$ cat src/rtl/cpu_ctrl_pkg.sv
// Shared definitions for the front-end pipeline control blocks.
// Holds the controller state encoding and the default geometry constants.
package cpu_ctrl_pkg;

  typedef enum logic [1:0] {
    StRun    = 2'd0,
    StMcWait = 2'd1,
    StHalted = 2'd2
  } ctrl_state_e;

  localparam int unsigned RegAwDefault    = 3;
  localparam int unsigned McCyclesDefault = 4;

endpackage

$ cat src/rtl/load_use_detect.sv
// Combinational load-use hazard compare between the ID sources and the EX load destination.
// Register 0 is compared like any other register.
module load_use_detect
  import cpu_ctrl_pkg::*;
#(
  parameter int unsigned REG_AW = RegAwDefault
) (
  input  logic [REG_AW-1:0] id_rs1_i,
  input  logic [REG_AW-1:0] id_rs2_i,
  input  logic              id_rs1_used_i,
  input  logic              id_rs2_used_i,
  input  logic              ex_memread_i,
  input  logic [REG_AW-1:0] ex_rd_i,
  output logic              load_use_o
);

  always_comb begin
    load_use_o = ex_memread_i & ((id_rs1_used_i & (id_rs1_i == ex_rd_i)) |
                                 (id_rs2_used_i & (id_rs2_i == ex_rd_i)));
  end

endmodule

$ cat src/rtl/pipe_hazard_ctrl.sv
// Front-end hazard/sequencing controller: PC and IF/ID, ID/EX write/flush enables,
// RUN/MC_WAIT/HALTED sequencing and a saturating stall-cycle counter.
module pipe_hazard_ctrl
  import cpu_ctrl_pkg::*;
#(
  parameter int unsigned REG_AW    = RegAwDefault,
  parameter int unsigned MC_CYCLES = McCyclesDefault,
  parameter int unsigned CNT_W     = 16
) (
  input  logic              clk,
  input  logic              rst_n,
  input  logic [REG_AW-1:0] ID_rs1,
  input  logic [REG_AW-1:0] ID_rs2,
  input  logic              ID_rs1_used,
  input  logic              ID_rs2_used,
  input  logic              ID_halt,
  input  logic              EX_memread,
  input  logic [REG_AW-1:0] EX_rd,
  input  logic              EX_branch_taken,
  input  logic              EX_mc_start,
  input  logic              resume,
  output logic              PCwrite,
  output logic              IF_IDwrite,
  output logic              IF_IDflush,
  output logic              ID_EXwrite,
  output logic              ID_EXflush,
  output logic              halted,
  output logic [CNT_W-1:0]  stall_cycles
);

  localparam int unsigned     McW    = $clog2(MC_CYCLES) + 1;
  localparam logic [McW-1:0]  McLoad = McW'(MC_CYCLES - 1);
  localparam logic [CNT_W-1:0] CntMax = '1;

  ctrl_state_e      state_q, state_d;
  logic [McW-1:0]   mc_cnt_q, mc_cnt_d;
  logic [CNT_W-1:0] stall_q, stall_d;

  logic load_use;
  logic pc_we, ifid_we, ifid_fl, idex_we, idex_fl;

  load_use_detect #(
    .REG_AW (REG_AW)
  ) u_load_use_detect (
    .id_rs1_i      (ID_rs1),
    .id_rs2_i      (ID_rs2),
    .id_rs1_used_i (ID_rs1_used),
    .id_rs2_used_i (ID_rs2_used),
    .ex_memread_i  (EX_memread),
    .ex_rd_i       (EX_rd),
    .load_use_o    (load_use)
  );

  always_comb begin
    state_d  = state_q;
    mc_cnt_d = mc_cnt_q;
    pc_we    = 1'b1;
    ifid_we  = 1'b1;
    ifid_fl  = 1'b0;
    idex_we  = 1'b1;
    idex_fl  = 1'b0;
    case (state_q)
      StRun: begin
        if (EX_branch_taken) begin
          ifid_fl = 1'b1;
          idex_fl = 1'b1;
        end else if (EX_mc_start) begin
          pc_we    = 1'b0;
          ifid_we  = 1'b0;
          idex_we  = 1'b0;
          mc_cnt_d = McLoad;
          state_d  = StMcWait;
        end else if (load_use) begin
          // One bubble into EX while PC and IF/ID hold the dependent instruction.
          pc_we   = 1'b0;
          ifid_we = 1'b0;
          idex_fl = 1'b1;
        end else if (ID_halt) begin
          state_d = StHalted;
        end
      end
      StMcWait: begin
        pc_we    = 1'b0;
        ifid_we  = 1'b0;
        idex_we  = 1'b0;
        mc_cnt_d = mc_cnt_q - McW'(1);
        if (mc_cnt_q == McW'(1)) begin
          state_d = StRun;
        end
      end
      StHalted: begin
        pc_we   = 1'b0;
        ifid_we = 1'b0;
        ifid_fl = 1'b1;
        idex_fl = 1'b1;
        if (resume) begin
          state_d = StRun;
        end
      end
      default: state_d = StRun;
    endcase

    stall_d = stall_q;
    if ((state_q != StHalted) && !pc_we && (stall_q != CntMax)) begin
      stall_d = stall_q + CNT_W'(1);
    end
  end

  always_ff @(posedge clk or negedge rst_n) begin
    if (!rst_n) begin
      state_q  <= StRun;
      mc_cnt_q <= '0;
      stall_q  <= '0;
    end else begin
      state_q  <= state_d;
      mc_cnt_q <= mc_cnt_d;
      stall_q  <= stall_d;
    end
  end

  // Reset forces the pipeline registers to hold bubbles regardless of state.
  always_comb begin
    PCwrite      = rst_n & pc_we;
    IF_IDwrite   = rst_n & ifid_we;
    IF_IDflush   = ~rst_n | ifid_fl;
    ID_EXwrite   = rst_n & idex_we;
    ID_EXflush   = ~rst_n | idex_fl;
    halted       = (state_q == StHalted);
    stall_cycles = stall_q;
  end

endmodule

$ cat config.mk
export PLATFORM = sky130hd
export DESIGN_NAME = pipe_hazard_ctrl
export DESIGN_NICKNAME = d
export VERILOG_FILES = /design/src/rtl/cpu_ctrl_pkg.sv /design/src/rtl/load_use_detect.sv /design/src/rtl/pipe_hazard_ctrl.sv
export SDC_FILE = /design/constraint.sdc
export NUM_CORES = 1
export LEC_CHECK = 0
export BUFFER_PORTS_ARGS = -buffer_cell sky130_fd_sc_hd__buf_2
export CAP_MARGIN = 20
export CORE_MARGIN = 4
export CORE_UTILIZATION = 53
export DETAILED_ROUTE_END_ITERATION = 8
export GPL_TIMING_DRIVEN = 0
export PLACE_DENSITY = 0.83
export SLEW_MARGIN = 0
export SYNTH_ARGS = -nofsm -noshare
export SYNTH_HDL_FRONTEND = slang
export SYNTH_SLANG_ARGS = --single-unit
$ cat constraint.sdc
create_clock -name clk -period 4.9 [get_ports clk]
set_clock_uncertainty 0.05 [all_clocks]
set_input_delay 0 -clock clk [delete_from_list [all_inputs] [get_ports clk]]
set_output_delay 0 -clock clk [all_outputs]
set_load 0.02 [all_outputs]
==> flow_summary_export.csv <==
group,metric,value,unit
global_route,grt_pass1_wl,4730,µm
sta,finalSetupViolCount,0,
sta,setup_ws,2.71,ns
route,ant_nets,0,
clock_network,clock-sinks,21,
clock_network,htreeDepth,1,
setup_path,worstSetupPathType,"flip-flop to flip-flop",
sta,finalMaxSlewViolations,0,
power,irDropWorstVdd,0.322,mV
power,seq_power_share,0.365,
setup_path,worstSetupEndpointType,"flip-flop",
yosys,ys_seq_elements,21,
yosys,synthFlopType,"dfrtp_1",
die,dieArea,0.00316,mm²
finish,antenna_cells,0,
sta,clock.fmax,456,MHz
power,p_per_area,454,mW/mm²
yosys,yosys.area.top_type,"dfrtp_1",
place,place_ws,2.76,ns
setup_path,crit_fanout,10,
power,power.leakage,0.738,nW
clock_network,cts_root_buf,"clkbuf_4",
die,core-area,0.00221,mm²
yosys,ys_warn_count,0,
clock_network,cts_tree,"yes",
finish,nNetsFinal,195,
yosys,synthCells,125,
sta,rsz0062_at_grt,"false",
die,ios,40,
finish,drive_gt1_frac,0.294,
finish,design_area,0.00151,mm²
place,placed_area,0.00146,mm²
global_route,overflow,0,
yosys,synth.most_common_cell,"dfrtp_1",
place,portBuffers,39,
finish,areaGrowthSynthToFinish,22.5,%
job,maxCapViolCount,0,
global_route,grtUsageTotal,0.188,
global_route,grt_pass1_vias,1113,
clock_network,cts_buffers,3,
power,p_clk_frac,0.124,
sta,period_share,0.447,
route,vias,1074,
sta,timing.slew.headroom,0.576,
route,drc_errors,0,
power,switching_share,0.443,
min_path,min_path_type,"primary input to flip-flop",
global_route,grt_start_max_net_pins,25,
clock_network,insertion_delay,0.31,ns
route,wire_per_inst,13.6,µm
run_status,status,"complete, no violations",
die,row_count,17,
yosys,async_reset_ff_frac,1.00,
yosys,ys_types,31,
route,drtIter0Drc,31,
global_route,antenna_found_initial,0,
power,intPower,0.000382,W
clock_network,cts_resized,0,
power,comb_power_share,0.511,
place,place_congestion,0.780,
yosys,synth_edf_count,0,
clock_network,cts_setup_buffers,0,
setup_path,cp-start-kind,"flip-flop",
clock_network,clockBufferDepth,2,
die,die_h,56.2,µm
yosys,synthesis.nets,149,
route,vias_per_cell,5.42,
setup_path,cp_data_required_time,5.06,ns
sta,fin_crit,2.19,ns
yosys,seq_area_frac_synth,0.426,
setup_path,crit_arrival,2.35,ns
power,power_switching,0.000304,W
sta,hold_viol,0,
yosys,netlist_area,0.00123,mm²
yosys,yosysTopAreaCellShare,0.426,
route,firstDrtPassIters,4,
die,die_w,56.2,µm
clock_network,clk_pin_slew,0.11,ns
yosys,synthTopCellsByCount,"21 x dfrtp_1, 20 x xnor2_1, 15 x nand2_1",
route,wl,2680,µm
die,start_util,0.558,
sta,worstMarginPinSlew,0.631,ns
yosys,netlist_top_cells_area,"dfrtp_1 43%, xnor2_1 14%, ha_1 6.1%",
sta,tns,0,ns
place,dp_hpwl,2120,µm
yosys,avgSynthCellArea,9.87,µm²
power by group through the flow:
stage               Clock [W]  Combinational [W]  Sequential, W
floorplan                   0           0.000229       0.000275
global placement            0           0.000342       0.000252
detailed placement          0           0.000350       0.000254
CTS                 0.0000884           0.000353       0.000251
global route        0.0000971           0.000386       0.000258
finish              0.0000847           0.000351       0.000250
kinds of logic (layout without fill, tap and decap cells):
| family | after synthesis | count (layout) | synth area share |
|---|---|---|---|
| flip-flops | 21 | 21 | 0.426 |
| AO/OA/AOI/OAI | 19 | 19 | 0.103 |
| buffers and inverters | 10 | 55 | 0.0396 |
| XOR/XNOR | 21 | 21 | 0.149 |
| multiplexers | 1 | 1 | 0.00913 |
| AND/OR/NAND/NOR | 47 | 47 | 0.212 |
| adder cells (fa/ha/maj) | 6 | 6 | 0.0609 |
layout make-up:
type	instances	area [µm²]
fill	204	701
multi-input combinational	94	659
sequential	21	526
timing repair buffer	41	215
tap	28	35.0
inverter	8	30.0
clock buffer	3	22.5
buffer	2	18.8
clock inverter	1	5.00
stage by stage:
stage | instances | util | power (W) | hold WS [ns]
floorplan | 125 | - | 0.000503 | -0.346
finish | 198 | 0.683 | 0.000686 | 0.0169
global placement | 192 | 0.662 | 0.000593 | -0.0567
CTS | 198 | 0.683 | 0.000693 | 0.00224
global route | 198 | 0.683 | 0.000741 | 0.0183
detailed placement | 192 | 0.662 | 0.000604 | -0.0506
layout by cell type (no fill, tap or decap), types with 2 or more instances in the layout:
cell type and instances:
nand3_2 2, dfrtp_1 21, xnor2_1 20, clkbuf_4 3, ha_1 6, nand2_1 15, a21oi_1 6, o21bai_1 2
nand3_1 6, and4_1 2, nand2b_1 2, inv_1 8, o22ai_1 2, nand4_1 8, and3_1 5, buf_2 39
o21ai_0 4, dlygate4sd3_1 2
layer usage:
layer,GRT usage,up-vias,share of wire
li1,-,528,-
met1,0.205,507,0.40
met2,0.336,31,0.52
met3,0.0418,8,0.054
met4,0.0983,0,0.023
met5,0,-,0
timing repair:
action | CTS | global route
hold buffers | 2 | 0
hold endpoints to repair | 23 | 0
endpoints found under the setup margin | 0 | 0
flip-flops by register name, summed over array words and instances, names as in the netlist:
register      cells
stall_cycles     16
mc_cnt_q          3
state_q           2
path summary, 6_finish.rpt:
check / cells past startpoint / slack, ns / from / end
min in group asynchronous: 2 / 0.14 / rst_n / mc_cnt_q[2]
worst min register to register: 1 / 0.45 / stall_cycles[9] / stall_cycles[9]
max in group asynchronous: 2 / 4.32 / rst_n / stall_cycles[3]
worst max-delay path: 9 / 2.71 / state_q[0] / stall_cycles[15]
worst min-delay path: 4 / 0.02 / EX_memread / state_q[1]
worst max register to register: 9 / 2.71 / state_q[0] / stall_cycles[15]
critical path, cell delays in order (launching register included):
cell and delay, ns:
dfrtp_1 0.42, inv_1 0.11, ha_1 0.27, inv_1 0.14
or2_1 0.28, nand2_1 0.11, o221a_4 0.26, buf_6 0.16
nand3b_1 0.12, xnor2_1 0.17
Note: power is estimated with default switching activity, not from simulation.
